File: config.mk
export PLATFORM = sky130hd
export DESIGN_NAME = rd_arbiter_flat
export DESIGN_NICKNAME = d
export VERILOG_FILES = /design/src/rtl/rd_arbiter_pkg.sv /design/src/rtl/rd_arbiter_if.sv /design/src/rtl/rd_arbiter_rr_grant4.sv /design/src/rtl/rd_arbiter.sv /design/src/flat_wrapper.sv
export SDC_FILE = /design/constraint.sdc
export NUM_CORES = 1
export LEC_CHECK = 0
export BUFFER_PORTS_ARGS = -buffer_cell sky130_fd_sc_hd__buf_2
export CAP_MARGIN = 20
export CORE_ASPECT_RATIO = 0.5
export CORE_MARGIN = 3
export CORE_UTILIZATION = 59
export CTS_CLUSTER_DIAMETER = 50
export DETAILED_ROUTE_END_ITERATION = 10
export HOLD_SLACK_MARGIN = 0.1
export PLACE_DENSITY_LB_ADDON = 0.15
export SYNTH_ARGS = -nofsm -noshare
export SYNTH_HDL_FRONTEND = slang
export SYNTH_SLANG_ARGS = --single-unit
File: constraint.sdc
create_clock -name ddr_clk -period 3.5 [get_ports ddr_clk]
set_input_delay 0.7 -clock ddr_clk [delete_from_list [all_inputs] [get_ports ddr_clk]]
set_output_delay 0.7 -clock ddr_clk [all_outputs]
set_load 0.005 [all_outputs]
File: src/rtl/rd_arbiter_pkg.sv
`default_nettype none
// ============================================================================
// Module      : rd_arbiter_pkg
// Description : Shared read-path definitions: arbiter state encoding,
//               requester count, default burst-length width and a small
//               one-hot to index helper.
// Revision    : 1.0 - initial release
// ============================================================================
package rd_arbiter_pkg;

    // Arbiter states: waiting for requests, command outstanding, data phase
    typedef enum logic [1:0] {
        ST_IDLE = 2'd0,
        ST_REQ  = 2'd1,
        ST_DATA = 2'd2
    } arb_state_t;

    localparam int c_NUM_REQ   = 4;
    localparam int c_LEN_WIDTH = 16;

    // Index of the set bit of a one-hot 4-bit vector (0 when empty)
    function automatic logic [1:0] onehot_to_idx(input logic [3:0] oh);
        logic [1:0] idx;
        idx = '0;
        for (int i = 0; i < c_NUM_REQ; i++) begin
            if (oh[i]) begin
                idx = 2'(i);
            end
        end
        return idx;
    endfunction

endpackage
`default_nettype wire

File: src/rtl/rd_arbiter_if.sv
`default_nettype none
// ============================================================================
// Module      : rd_arbiter_if
// Description : Read-arbiter bundle: requester requests/grants/strobes and
//               the command handshake towards the DDR controller.
//               master = the arbiter, slave = requesters + controller side.
// Revision    : 1.0 - initial release
// ============================================================================
interface rd_arbiter_if
    import rd_arbiter_pkg::*;
#(
    parameter int LEN_WIDTH = c_LEN_WIDTH
);

    logic                 rreq1, rreq2, rreq3, rreq4;
    logic [LEN_WIDTH-1:0] ddr_rd_len;
    logic                 rd_opera_en_1, rd_opera_en_2, rd_opera_en_3, rd_opera_en_4;
    logic                 ddr_rdata_en1, ddr_rdata_en2, ddr_rdata_en3, ddr_rdata_en4;
    logic                 ddr_rdone1, ddr_rdone2, ddr_rdone3, ddr_rdone4;
    logic                 cmd_req;
    logic                 cmd_rrdy;
    logic                 cmd_rdata_vld;
    logic                 cmd_rdone;
    logic                 arb_err;

    modport master (
        input  rreq1, rreq2, rreq3, rreq4, ddr_rd_len,
        input  cmd_rrdy, cmd_rdata_vld, cmd_rdone,
        output rd_opera_en_1, rd_opera_en_2, rd_opera_en_3, rd_opera_en_4,
        output ddr_rdata_en1, ddr_rdata_en2, ddr_rdata_en3, ddr_rdata_en4,
        output ddr_rdone1, ddr_rdone2, ddr_rdone3, ddr_rdone4,
        output cmd_req, arb_err
    );

    modport slave (
        output rreq1, rreq2, rreq3, rreq4, ddr_rd_len,
        output cmd_rrdy, cmd_rdata_vld, cmd_rdone,
        input  rd_opera_en_1, rd_opera_en_2, rd_opera_en_3, rd_opera_en_4,
        input  ddr_rdata_en1, ddr_rdata_en2, ddr_rdata_en3, ddr_rdata_en4,
        input  ddr_rdone1, ddr_rdone2, ddr_rdone3, ddr_rdone4,
        input  cmd_req, arb_err
    );

endinterface
`default_nettype wire

File: src/rtl/rd_arbiter_rr_grant4.sv
`default_nettype none
// ============================================================================
// Module      : rr_grant4
// Description : 4-way round-robin picker. Searches the request vector
//               starting at index i_ptr and wrapping; returns a one-hot
//               grant, or zero when nothing is requesting.
// Revision    : 1.0 - initial release
// ============================================================================
module rr_grant4 (
    input  wire logic [3:0] i_req,
    input  wire logic [1:0] i_ptr,
    output logic      [3:0] o_gnt
);

    // Walk offsets from far to near so the nearest requester wins last
    always_comb begin
        logic [1:0] w_idx;
        w_idx = '0;
        o_gnt = '0;
        for (int k = 3; k >= 0; k--) begin
            w_idx = i_ptr + 2'(k);
            if (i_req[w_idx]) begin
                o_gnt = 4'b0001 << w_idx;
            end
        end
    end

endmodule
`default_nettype wire

File: src/rtl/rd_arbiter.sv
`default_nettype none
// ============================================================================
// Module      : rd_arbiter
// Description : Round-robin read arbiter for four read requesters sharing
//               one DDR controller port. Issues the command, steers data
//               strobes and done pulses to the granted requester, checks
//               the received beat count and aborts stalled bursts.
// Revision    : 1.0 - initial release
// ============================================================================
module rd_arbiter
    import rd_arbiter_pkg::*;
#(
    parameter int LEN_WIDTH = c_LEN_WIDTH,
    parameter int TIMEOUT   = 4096
) (
    input wire logic     ddr_clk,
    input wire logic     ddr_rst,
    rd_arbiter_if.master bus
);

    localparam int                   c_TMO_W    = (TIMEOUT > 1) ? $clog2(TIMEOUT) : 1;
    localparam logic [c_TMO_W-1:0]   c_TMO_LAST = c_TMO_W'(TIMEOUT - 1);
    localparam logic [LEN_WIDTH-1:0] c_BEAT_MAX = '1;

    arb_state_t           r_state;
    arb_state_t           w_state_nxt;
    logic                 r_armed;
    logic [1:0]           r_ptr;
    logic [3:0]           r_gnt;
    logic [LEN_WIDTH-1:0] r_len;
    logic [LEN_WIDTH-1:0] r_beats;
    logic [c_TMO_W-1:0]   r_tmo;
    logic                 r_err;

    logic [3:0]           w_req;
    logic [3:0]           w_rr_gnt;
    logic                 w_grant;
    logic                 w_done;
    logic                 w_tmo_abort;
    logic                 w_in_burst;
    logic                 w_beat_inc;
    logic [LEN_WIDTH-1:0] w_beats_fin;

    assign w_req = {bus.rreq4, bus.rreq3, bus.rreq2, bus.rreq1};

    rr_grant4 u_rr_grant4 (
        .i_req (w_req),
        .i_ptr (r_ptr),
        .o_gnt (w_rr_gnt)
    );

    assign w_in_burst  = (r_state != ST_IDLE);
    // A beat arriving together with cmd_rdone still counts toward the total
    assign w_beat_inc  = w_in_burst && bus.cmd_rdata_vld && (r_beats != c_BEAT_MAX);
    assign w_beats_fin = r_beats + LEN_WIDTH'(w_beat_inc);

    // Next-state decode; controller strobes in IDLE are deliberately ignored
    always_comb begin
        w_state_nxt = r_state;
        w_grant     = 1'b0;
        w_done      = 1'b0;
        w_tmo_abort = 1'b0;
        case (r_state)
            ST_IDLE: begin
                if (r_armed && (|w_req)) begin
                    w_grant     = 1'b1;
                    w_state_nxt = ST_REQ;
                end
            end
            ST_REQ: begin
                if (bus.cmd_rdone) begin
                    w_done      = 1'b1;
                    w_state_nxt = ST_IDLE;
                end else if (bus.cmd_rrdy) begin
                    w_state_nxt = ST_DATA;
                end
            end
            ST_DATA: begin
                if (bus.cmd_rdone) begin
                    w_done      = 1'b1;
                    w_state_nxt = ST_IDLE;
                end else if (r_tmo == c_TMO_LAST) begin
                    w_tmo_abort = 1'b1;
                    w_state_nxt = ST_IDLE;
                end
            end
            default: begin
                w_state_nxt = ST_IDLE;
            end
        endcase
    end

    // State register
    always_ff @(posedge ddr_clk or posedge ddr_rst) begin
        if (ddr_rst) begin
            r_state <= ST_IDLE;
        end else begin
            r_state <= w_state_nxt;
        end
    end

    // Hold off arbitration for the first edge after reset release
    always_ff @(posedge ddr_clk or posedge ddr_rst) begin
        if (ddr_rst) begin
            r_armed <= 1'b0;
        end else begin
            r_armed <= 1'b1;
        end
    end

    // Grant, round-robin pointer and burst length, captured at the grant edge
    always_ff @(posedge ddr_clk or posedge ddr_rst) begin
        if (ddr_rst) begin
            r_gnt <= '0;
            r_ptr <= '0;
            r_len <= '0;
        end else if (w_grant) begin
            r_gnt <= w_rr_gnt;
            r_ptr <= onehot_to_idx(w_rr_gnt) + 2'd1;
            r_len <= bus.ddr_rd_len;
        end else if (w_done || w_tmo_abort) begin
            r_gnt <= '0;
        end
    end

    // Saturating beat counter for the current burst
    always_ff @(posedge ddr_clk or posedge ddr_rst) begin
        if (ddr_rst) begin
            r_beats <= '0;
        end else if (w_grant) begin
            r_beats <= '0;
        end else if (w_beat_inc) begin
            r_beats <= r_beats + 1'b1;
        end
    end

    // Data-phase watchdog: restarts on entry to DATA, advances every DATA cycle
    always_ff @(posedge ddr_clk or posedge ddr_rst) begin
        if (ddr_rst) begin
            r_tmo <= '0;
        end else if ((r_state == ST_REQ) && (w_state_nxt == ST_DATA)) begin
            r_tmo <= '0;
        end else if ((r_state == ST_DATA) && (w_state_nxt == ST_DATA)) begin
            r_tmo <= r_tmo + 1'b1;
        end
    end

    // Sticky error on length mismatch at completion or on a stalled burst
    always_ff @(posedge ddr_clk or posedge ddr_rst) begin
        if (ddr_rst) begin
            r_err <= 1'b0;
        end else if ((w_done && (w_beats_fin != r_len)) || w_tmo_abort) begin
            r_err <= 1'b1;
        end
    end

    assign bus.rd_opera_en_1 = r_gnt[0];
    assign bus.rd_opera_en_2 = r_gnt[1];
    assign bus.rd_opera_en_3 = r_gnt[2];
    assign bus.rd_opera_en_4 = r_gnt[3];

    assign bus.ddr_rdata_en1 = r_gnt[0] & bus.cmd_rdata_vld;
    assign bus.ddr_rdata_en2 = r_gnt[1] & bus.cmd_rdata_vld;
    assign bus.ddr_rdata_en3 = r_gnt[2] & bus.cmd_rdata_vld;
    assign bus.ddr_rdata_en4 = r_gnt[3] & bus.cmd_rdata_vld;

    assign bus.ddr_rdone1 = r_gnt[0] & bus.cmd_rdone & w_in_burst;
    assign bus.ddr_rdone2 = r_gnt[1] & bus.cmd_rdone & w_in_burst;
    assign bus.ddr_rdone3 = r_gnt[2] & bus.cmd_rdone & w_in_burst;
    assign bus.ddr_rdone4 = r_gnt[3] & bus.cmd_rdone & w_in_burst;

    assign bus.cmd_req = (r_state == ST_REQ);
    assign bus.arb_err = r_err;

endmodule
`default_nettype wire

File: src/flat_wrapper.sv
// flat-port wrapper written by rule: the top's interface ports become plain ports
module rd_arbiter_flat import rd_arbiter_pkg::*;
#(
    parameter int LEN_WIDTH = c_LEN_WIDTH,
    parameter int TIMEOUT   = 4096
)
  (ddr_clk, ddr_rst, bus_rreq1, bus_rreq2, bus_rreq3, bus_rreq4, bus_ddr_rd_len, bus_cmd_rrdy, bus_cmd_rdata_vld, bus_cmd_rdone, bus_rd_opera_en_1, bus_rd_opera_en_2, bus_rd_opera_en_3, bus_rd_opera_en_4, bus_ddr_rdata_en1, bus_ddr_rdata_en2, bus_ddr_rdata_en3, bus_ddr_rdata_en4, bus_ddr_rdone1, bus_ddr_rdone2, bus_ddr_rdone3, bus_ddr_rdone4, bus_cmd_req, bus_arb_err);
  rd_arbiter_if #(.LEN_WIDTH(LEN_WIDTH)) bus_i ();
  input wire logic ddr_clk;
  input wire logic ddr_rst;
  input wire logic [$bits(bus_i.rreq1)-1:0] bus_rreq1;
  input wire logic [$bits(bus_i.rreq2)-1:0] bus_rreq2;
  input wire logic [$bits(bus_i.rreq3)-1:0] bus_rreq3;
  input wire logic [$bits(bus_i.rreq4)-1:0] bus_rreq4;
  input wire logic [$bits(bus_i.ddr_rd_len)-1:0] bus_ddr_rd_len;
  input wire logic [$bits(bus_i.cmd_rrdy)-1:0] bus_cmd_rrdy;
  input wire logic [$bits(bus_i.cmd_rdata_vld)-1:0] bus_cmd_rdata_vld;
  input wire logic [$bits(bus_i.cmd_rdone)-1:0] bus_cmd_rdone;
  output wire logic [$bits(bus_i.rd_opera_en_1)-1:0] bus_rd_opera_en_1;
  output wire logic [$bits(bus_i.rd_opera_en_2)-1:0] bus_rd_opera_en_2;
  output wire logic [$bits(bus_i.rd_opera_en_3)-1:0] bus_rd_opera_en_3;
  output wire logic [$bits(bus_i.rd_opera_en_4)-1:0] bus_rd_opera_en_4;
  output wire logic [$bits(bus_i.ddr_rdata_en1)-1:0] bus_ddr_rdata_en1;
  output wire logic [$bits(bus_i.ddr_rdata_en2)-1:0] bus_ddr_rdata_en2;
  output wire logic [$bits(bus_i.ddr_rdata_en3)-1:0] bus_ddr_rdata_en3;
  output wire logic [$bits(bus_i.ddr_rdata_en4)-1:0] bus_ddr_rdata_en4;
  output wire logic [$bits(bus_i.ddr_rdone1)-1:0] bus_ddr_rdone1;
  output wire logic [$bits(bus_i.ddr_rdone2)-1:0] bus_ddr_rdone2;
  output wire logic [$bits(bus_i.ddr_rdone3)-1:0] bus_ddr_rdone3;
  output wire logic [$bits(bus_i.ddr_rdone4)-1:0] bus_ddr_rdone4;
  output wire logic [$bits(bus_i.cmd_req)-1:0] bus_cmd_req;
  output wire logic [$bits(bus_i.arb_err)-1:0] bus_arb_err;
  assign bus_i.rreq1 = bus_rreq1;
  assign bus_i.rreq2 = bus_rreq2;
  assign bus_i.rreq3 = bus_rreq3;
  assign bus_i.rreq4 = bus_rreq4;
  assign bus_i.ddr_rd_len = bus_ddr_rd_len;
  assign bus_i.cmd_rrdy = bus_cmd_rrdy;
  assign bus_i.cmd_rdata_vld = bus_cmd_rdata_vld;
  assign bus_i.cmd_rdone = bus_cmd_rdone;
  assign bus_rd_opera_en_1 = bus_i.rd_opera_en_1;
  assign bus_rd_opera_en_2 = bus_i.rd_opera_en_2;
  assign bus_rd_opera_en_3 = bus_i.rd_opera_en_3;
  assign bus_rd_opera_en_4 = bus_i.rd_opera_en_4;
  assign bus_ddr_rdata_en1 = bus_i.ddr_rdata_en1;
  assign bus_ddr_rdata_en2 = bus_i.ddr_rdata_en2;
  assign bus_ddr_rdata_en3 = bus_i.ddr_rdata_en3;
  assign bus_ddr_rdata_en4 = bus_i.ddr_rdata_en4;
  assign bus_ddr_rdone1 = bus_i.ddr_rdone1;
  assign bus_ddr_rdone2 = bus_i.ddr_rdone2;
  assign bus_ddr_rdone3 = bus_i.ddr_rdone3;
  assign bus_ddr_rdone4 = bus_i.ddr_rdone4;
  assign bus_cmd_req = bus_i.cmd_req;
  assign bus_arb_err = bus_i.arb_err;
  rd_arbiter #(.LEN_WIDTH(LEN_WIDTH), .TIMEOUT(TIMEOUT)) u_core (.ddr_clk(ddr_clk), .ddr_rst(ddr_rst), .bus(bus_i));
endmodule
Yosys cells after proc, flatten, opt, wreduce, memory -nomap -nowiden
Index checks and enable logic that the tools add are counted.

Add/subtract/negate cells: 7. $lt $le $gt $ge: 4. Equal/unequal tests: 6. Shifts and indexed selects: 4. Multiplexer cells: 35. Bitwise gates (word level): 12. Reductions and logical operators: 15.

Operator list (number): $mux 16 (2); $mux 12 (2); $mux 4 (6); $add 16x1->16 (1); $add 16x1->16 const B (1); $mux 2 (8); $ne 16x16->1 (1); $ne 16x16->1 const B (1); $shl 1x2->4 const A (4); $add 12x1->12 const B (1); $and 1x1->1 (12); $eq 12x12->1 const B (1); $lt 2x3->1 const B (4); $mux 1 (12); $bmux 1 s2 (4); $reduce_bool 2->1 (4); $logic_and 1x1->1 (6); $pmux 2 s3 (1); $add 2x1->2 const B (2); $add 2x2->2 const B (2); $eq 2x2->1 const B (2); $reduce_or 4->1 (1); $eq 2x1->1 const B (1); $logic_not 2->1 (1); 2 further kinds (3).

Bits in registers: 54. Bits of input ports: 25. Output and inout bits: 14. Logic and storage cells: 91.

Logic depth before layout (Yosys ltp)
Gate-level depths: netlist (run 1).

Depth in word-level cells: 12. Gate-level depth with buffers: 13. Depth with buffers taken out: 12.

Hierarchy
A second synthesis (run 1) with hierarchy kept.

Cell total of the unflattened synthesis: 409. Area total of the unflattened synthesis: 3578.4 um^2.

By module, submodules not included: rd_arbiter (times used 1, cells an instance 362, area each 3165.5 um^2, sequential area each 1351.3 um^2); rr_grant4 (times used 1, cells an instance 47, area each 412.9 um^2, sequential area each 0.0 um^2).

Worst setup path after synthesis (run 1)
OpenSTA, ideal clock, no wires.

Path kind: flip-flop to flip-flop. Start: reg u_core.r_state[1]. End: reg u_core.r_err, in the netlist u_core.bus.arb_err. Library setup time: 0.136 ns. Data arrival time: 2.917 ns. Data required time: 3.364 ns. Path slack: 0.447 ns. Cell stages (with the launch flop): 14. Buffers on the path: 1. Cells stage by stage: dfrtp_1 inv_1 ha_1 nor2b_1 a21boi_0 clkbuf_1 ha_1 ha_1 nand3_1 xnor2_1 nand3_1 or4_1 nor4_1 a31oi_1.

Cells in the longest elaborated chain, start to end: 7. Elaborated cells on any way between the ends: 12.

Ends and longest elaborated chain: from (decl) (RTL line rd_arbiter.sv:25) `arb_state_t r_state;`; from (signal assigned) (RTL line rd_arbiter.sv:98) `r_state <= w_state_nxt;`; $reduce_bool 2->1 (RTL line rd_arbiter.sv:52) `assign w_in_burst = (r_state != ST_IDLE);`; $logic_and 1x1->1 (2 in a row) (RTL line rd_arbiter.sv:54) `assign w_beat_inc = w_in_burst && bus.cmd_rdata_vld && (r_beats != c_BEAT_MAX);`; $add 16x1->16 (RTL line rd_arbiter.sv:55) `assign w_beats_fin = r_beats + LEN_WIDTH'(w_beat_inc);`; $ne 16x16->1 (RTL line rd_arbiter.sv:152) `end else if ((w_done && (w_beats_fin != r_len)) || w_tmo_abort) begin`; $logic_and 1x1->1 (RTL line rd_arbiter.sv:152); $logic_or 1x1->1 (*) (RTL line rd_arbiter.sv:152); to (signal assigned) (RTL line rd_arbiter.sv:151) `r_err <= 1'b0;`; to (signal assigned) (RTL line rd_arbiter.sv:153) `r_err <= 1'b1;`; to (decl) (RTL line rd_arbiter.sv:33) `logic r_err;`.

Mark *: on every way between the ends. The rest lies on a longest branch, timed or not. A chain may end at the register's enable or synchronous reset.

Final worst setup path (run 1)
Same ends and word-level chain as after synthesis.

==> results of run 1 <==
==> path summary, 6_finish.rpt <==
check / startpoint / to / slack [ps] / depth (start not counted)
worst max-delay path: u_core.r_state[1] / u_core.bus.arb_err / 340 / 11
worst min-delay path: ddr_rst / u_core.r_tmo[7] / 360 / 2
worst max register to register: u_core.r_state[1] / u_core.bus.arb_err / 340 / 11
worst min register to register: u_core.r_tmo[11] / u_core.r_tmo[11] / 480 / 1
max in group asynchronous: ddr_rst / u_core.r_beats[9] / 2620 / 3
min in group ddr_clk: u_core.r_tmo[11] / u_core.r_tmo[11] / 480 / 1
==> flip-flops by register name (all words and copies together), names as in the netlist <==
register and flops:
u_core.r_tmo 12, u_core.r_len 16, u_core.bus.arb_err 1, u_core.r_ptr 2, u_core.r_armed 1, u_core.r_state 2, u_core.r_beats 16, u_core.r_gnt 4
==> final cells by class <==
class	instances	area [um^2]
clock buffers	6	139
repair buffers	43	240
inverters	11	41.3
fillers	405	1430
well taps	70	87.6
flip-flops and latches	54	1350
multi-input cells	311	1980
==> metrics by stage <==
stage	util	instance area (um^2)	power (mW)	instances
after detailed placement	0.698	3680	1.98	488
after CTS	0.724	3820	2.48	494
after global placement	0.698	3680	1.92	488
final	0.728	3840	2.48	495
after floorplan	-	3440	1.72	393
after global routing	0.728	3840	2.68	495
==> timing repair <==
action / in CTS / in global routing
hold buffers: 0 / 0
resized for setup: 0 / 1
setup endpoints to repair: 0 / 1
==> layout by cell type, fill, tap and decap left out, drive strengths merged, types with 3 or more instances in the layout <==
cell type  instances
o21ai             25
o41ai              5
nor3               7
o22ai              3
o31ai              9
xor2              12
or2                5
nand2             80
a21oi             10
a31oi              7
nor3b              3
nand3             13
nor2              23
buf               43
and2              10
dfrtp             54
or3                6
nand4             12
and3               3
inv               11
xnor2             17
a22o               3
mux2i              3
nor2b              6
ha                16
mux4               4
clkbuf             6
nor4               3
==> where the power goes <==
group | switching, mW | total [mW] | internal (mW)
sequential | 0.170 | 0.938 | 0.768
combinational | 0.585 | 1.06 | 0.472
clock | 0.209 | 0.487 | 0.277
total | 0.965 | 2.48 | 1.52
==> kinds of logic (layout without fill, tap and decap cells) <==
| logic type | Yosys count | in the layout | synth area share |
|---|---|---|---|
| simple gates | 182 | 182 | 0.259 |
| compound gates | 75 | 75 | 0.145 |
| flops | 54 | 54 | 0.393 |
| xor+xnor | 29 | 29 | 0.0739 |
| buf+inv | 28 | 60 | 0.0310 |
| fa+ha+maj | 16 | 16 | 0.0583 |
| mux | 8 | 8 | 0.0382 |
| other cells | 1 | 1 | 0.00109 |
==> worst max-delay path: stages (launching register included) <==
cell and delay (ps):
dfrtp_1 430, inv_1 100, ha_1 280, nor2b_1 180
a21boi_1 240, ha_1 220, nand4_1 210, o32ai_1 330
o311ai_0 200, or4_1 420, nor4_1 300, a31oi_1 120
==> layer usage <==
layer	wire, um	up-vias	global-route usage
met5	0	-	0
met4	61	0	0.0660
met3	419	7	0.0536
met2	3630	63	0.391
met1	3700	1457	0.339
li1	-	1460	-
==> flow_summary.toml, run 1 <==
[worst_setup_path]
path_max_fanout = 6
worst-setup-path-type = "reg2reg"
worstPathRequired_ps = 3660
crit_arrival_ps = 3320
worst_setup_path_end_kind = "flip-flop"
cp-start-kind = "flip-flop"

[synth]
syn_area_per_cell_um2 = 8.74
netlist_area_um2 = 3440
synthesis.nets = 434
yosysTopAreaCell = "dfrtp_1"
async_reset_ff_frac = 1.00
yosys.cell_types.count = 53
ys_top_cells_by_count = "nand2_1 (80), dfrtp_1 (54), o21ai_0 (25)"
yosys.area.top_type_share = 0.393
seq_area_frac_synth = 0.393
yosys_warnings = 0
synth_edf_count = 0
synth_top_flop_cell = "dfrtp_1"
yosysMostFrequentCell = "nand2_1"
ys_top_cells_by_area = "dfrtp_1 (39%), nand2_1 (8.7%), ha_1 (5.8%), xnor2_1 (4.3%), o21ai_0 (3.6%)"
syn_inst = 393
ys_seq_elements = 54

[routing]
wl_per_cell_um = 15.8
ant_nets = 0
first_pass_iters = 5
first_iter_violations = 224
avgViaCountPerCell = 6.03
vias = 2987
wirelength_um = 7800
drcViolationCount = 0

[timing]
period_needed_ps = 3160
hold_ws_ps = 359
slew-limit-headroom = 0.542
slew_violations = 0
fmax_mhz = 317
fin_skew_ps = 7.19
hold_viol_final = 0
tightest_slew_ps = 681
fin_tns_setup_ps = 0
fin_crit_sh = 0.902
layout_setup_ws_ps = 342
setup_viol = 0
grt_setup_unrepaired = "no"

[cts]
clk_path_buf_depth = 2
cts_tree = "yes"
clk_pin_slew_ps = 70
cts_made_buffers = 5
h-tree-depth = 2
numClockSinks = 54
clk_latency_ps = 290
root_buffer = "clkbuf_16"
post_cts_buffers = 0

[flow_run]
max-cap-violations = 0

[floorplanning]
die_area_um2 = 6830
core_um2 = 5270
die_y_um = 60.0
dieWidth_um = 114
start_util = 0.652
row_count = 18
pin_count = 39

[power_and_ir_drop]
power_density_nw_per_um2 = 647
vdd_ir_drop_max_uv = 388
p_leak_nw = 1.71

[place]
gp_congestion = 0.973
pre_cts_ws_ps = 271
io_buffers = 38
place_hpwl_um = 5670

[global_route]
antenna_found_initial = 0
grt_overflow_total = 0
grt_max_degree = 55
grt_pass1_vias = 2777
grt_use_total = 0.244
grt_pass1_wl_um = 13200

[cells_and_area]
fin_nets = 467
antenna_cells = 0
areaGrowthSynthToFinish_pct = 11.7
drive_above_1_share = 0.146

[worst_hold_path]
hp-class = "in2async"

[status]
outcome = "complete, no violations"
Note: power is estimated with default switching activity, not from simulation.
==> run 2, diff against run 1 <==
==> constraint.sdc (replaced) <==
create_clock -name ddr_clk -period 3.5 [get_ports ddr_clk]
set_input_delay 0.35 -clock ddr_clk [delete_from_list [all_inputs] [get_ports ddr_clk]]
set_output_delay 0.35 -clock ddr_clk [all_outputs]
set_load 0.005 [all_outputs]
==> run 2 against run 1 <==
  * Critical path depth is the same
  * Sequential power grew 0.9%
  * Global-route usage grew 1.6 points
  * Die area is the same
  * Clock skew shrank 0.85 ps
  * Critical endpoint unchanged
  * Largest cell class unchanged
==> flow_summary.toml, run 2 (synthesized netlist as in run 1, its figures left out) <==
[status]
outcome = "complete, no violations"

[worst_setup_path]
crit_arrival_ps = 3350
r2r_start = "u_core.r_beats[1]"
crit_chain = "ha_1 > nand3_1 > nor4_1 > a21boi_0 > ha_1 > ha_1 > nand2_1 > xnor2_1 > or4_1 > nor4_2 > a31oi_1"
crit_family = "simple AND/OR/NAND/NOR gates"
path_max_fanout = 9
rr_worst_depth = 11
cp-start-kind = "flip-flop"
crit_top_cell = "ha_1"
critPathMaxStageDelay_ps = 510
cp_num_buf_inv = 0
worst-setup-path-type = "reg2reg"
worst_setup_path_end_kind = "flip-flop"
rr_endpoint = "u_core.bus.arb_err"
reg2reg_setup_slack_ps = 320
cp_slowest_cell = "or4_1"
worstPathRequired_ps = 3670

[place]
gp_congestion = 0.986
place_hpwl_um = 5780
io_buffers = 38
dp.cells = 487
placed_area_um2 = 3670

[floorplanning]
core_um2 = 5270
die_area_um2 = 6830
start_util = 0.652
die_y_um = 60.0
dieWidth_um = 114
pin_count = 39
row_count = 18

[timing]
tightest_slew_ps = 663
period_needed_ps = 3180
hold_viol_final = 0
fin_skew_ps = 6.35
hold_ws_ps = 237
fin_tns_setup_ps = 0
fin_crit_sh = 0.909
fmax_mhz = 314
slew-limit-headroom = 0.554
grt_setup_unrepaired = "no"
slew_violations = 0
setup_viol = 0

[power_and_ir_drop]
p_leak_nw = 1.72
vdd_ir_drop_max_uv = 386
power_density_nw_per_um2 = 656
p_total_mw = 2.53

[routing]
avgViaCountPerCell = 6.19
drcViolationCount = 0
vias = 3074
wl_per_cell_um = 16.5
wirelength_um = 8200
first_pass_iters = 5
first_iter_violations = 285
ant_nets = 0

[cts]
root_buffer = "clkbuf_16"
h-tree-depth = 2
cts_made_buffers = 5
clk_latency_ps = 300
clk_pin_slew_ps = 70
cts_tree = "yes"
numClockSinks = 54
clk_path_buf_depth = 2

[global_route]
grt_pass1_vias = 2959
grt_overflow_total = 0
antenna_found_initial = 0
grt_max_degree = 55
grt_pass1_wl_um = 13900
grt_use_total = 0.259

[cells_and_area]
antenna_cells = 0
areaGrowthSynthToFinish_pct = 12.3
top_regs = "u_core.r_beats x16, u_core.r_len x16, u_core.r_tmo x12"
seqCellArea_um2 = 1350
final_cell_mix = "nand2_1 (80), dfrtp_1 (54), buf_2 (38), o21ai_0 (25), nor2_1 (23)"
multi_input_area_um2 = 1980
fin_nets = 467
final_area_um2 = 3860
drive_above_1_share = 0.150
fillers = 390
layout_commonest_cell = "nand2_1"
stdcell_count = 497

[worst_hold_path]
worstHoldEndpoint = "u_core.r_len[14]"
hp-class = "in2reg"
hold_start = "bus_ddr_rd_len[14]"
hold_depth = 3

[flow_run]
max-cap-violations = 0
## run 2: changes by cell type in the layout (fill, tap and decap cells not counted)
cell,delta
clkinv_2,+1
nor4_2,+1
a21boi_0,+1
nor4_1,-1
buf_4,-1
a21boi_1,-1
clkinvlp_4,+1
dlygate4sd3_1,+1
## run 2: how the worst max path moves through the flow
stage	end	start	slack, ps	cells after the start
after floorplan	u_core.bus.arb_err	u_core.r_state[1]	450	13
after global placement	u_core.bus.arb_err	u_core.r_state[1]	560	12
after detailed placement	u_core.bus.arb_err	u_core.r_beats[1]	330	12
after CTS	u_core.bus.arb_err	u_core.r_beats[1]	270	12
after global routing	u_core.bus.arb_err	u_core.r_beats[1]	20	12
final	u_core.bus.arb_err	u_core.r_beats[1]	320	11
## run 2: timing repair
action,CTS,global route
hold buffers,0,1
setup buffers,0,0
hold endpoints to repair,0,12
endpoints found under the setup margin,0,1
gates resized for setup,0,1
## run 2: layout make-up
class	instances	area share
Timing Repair Buffer	43	0.0629
Multi-Input combinational cell	311	0.514
Tap cell	70	0.0227
Sequential cell	54	0.350
Clock inverter	2	0.00324
Clock buffer	6	0.0360
Inverter	11	0.0107
## run 2: report_power, final
group,switching [mW],internal [mW],total (mW)
clock network,0.228,0.284,0.512
logic,0.600,0.472,1.07
registers,0.179,0.767,0.946
## run 2: worst min-delay path, cell delays in order
cell	delay (ps)
buf_2	70
nand2_1	40
nand2_1	40
## run 2: per-layer routing
metal / global-route usage / vias up / routed length [um]
met3: 0.0597 / 9 / 529
met5: 0 / - / 0
met4: 0.0795 / 0 / 75
li1: - / 1458 / -
met1: 0.347 / 1497 / 3660
met2: 0.428 / 110 / 3930
## run 2: through the flow
step,util,setup slack (ps)
global placement,0.697,562
CTS,0.725,272
floorplan,-,447
global route,0.732,18.6
finish,0.732,318
detailed placement,0.697,331
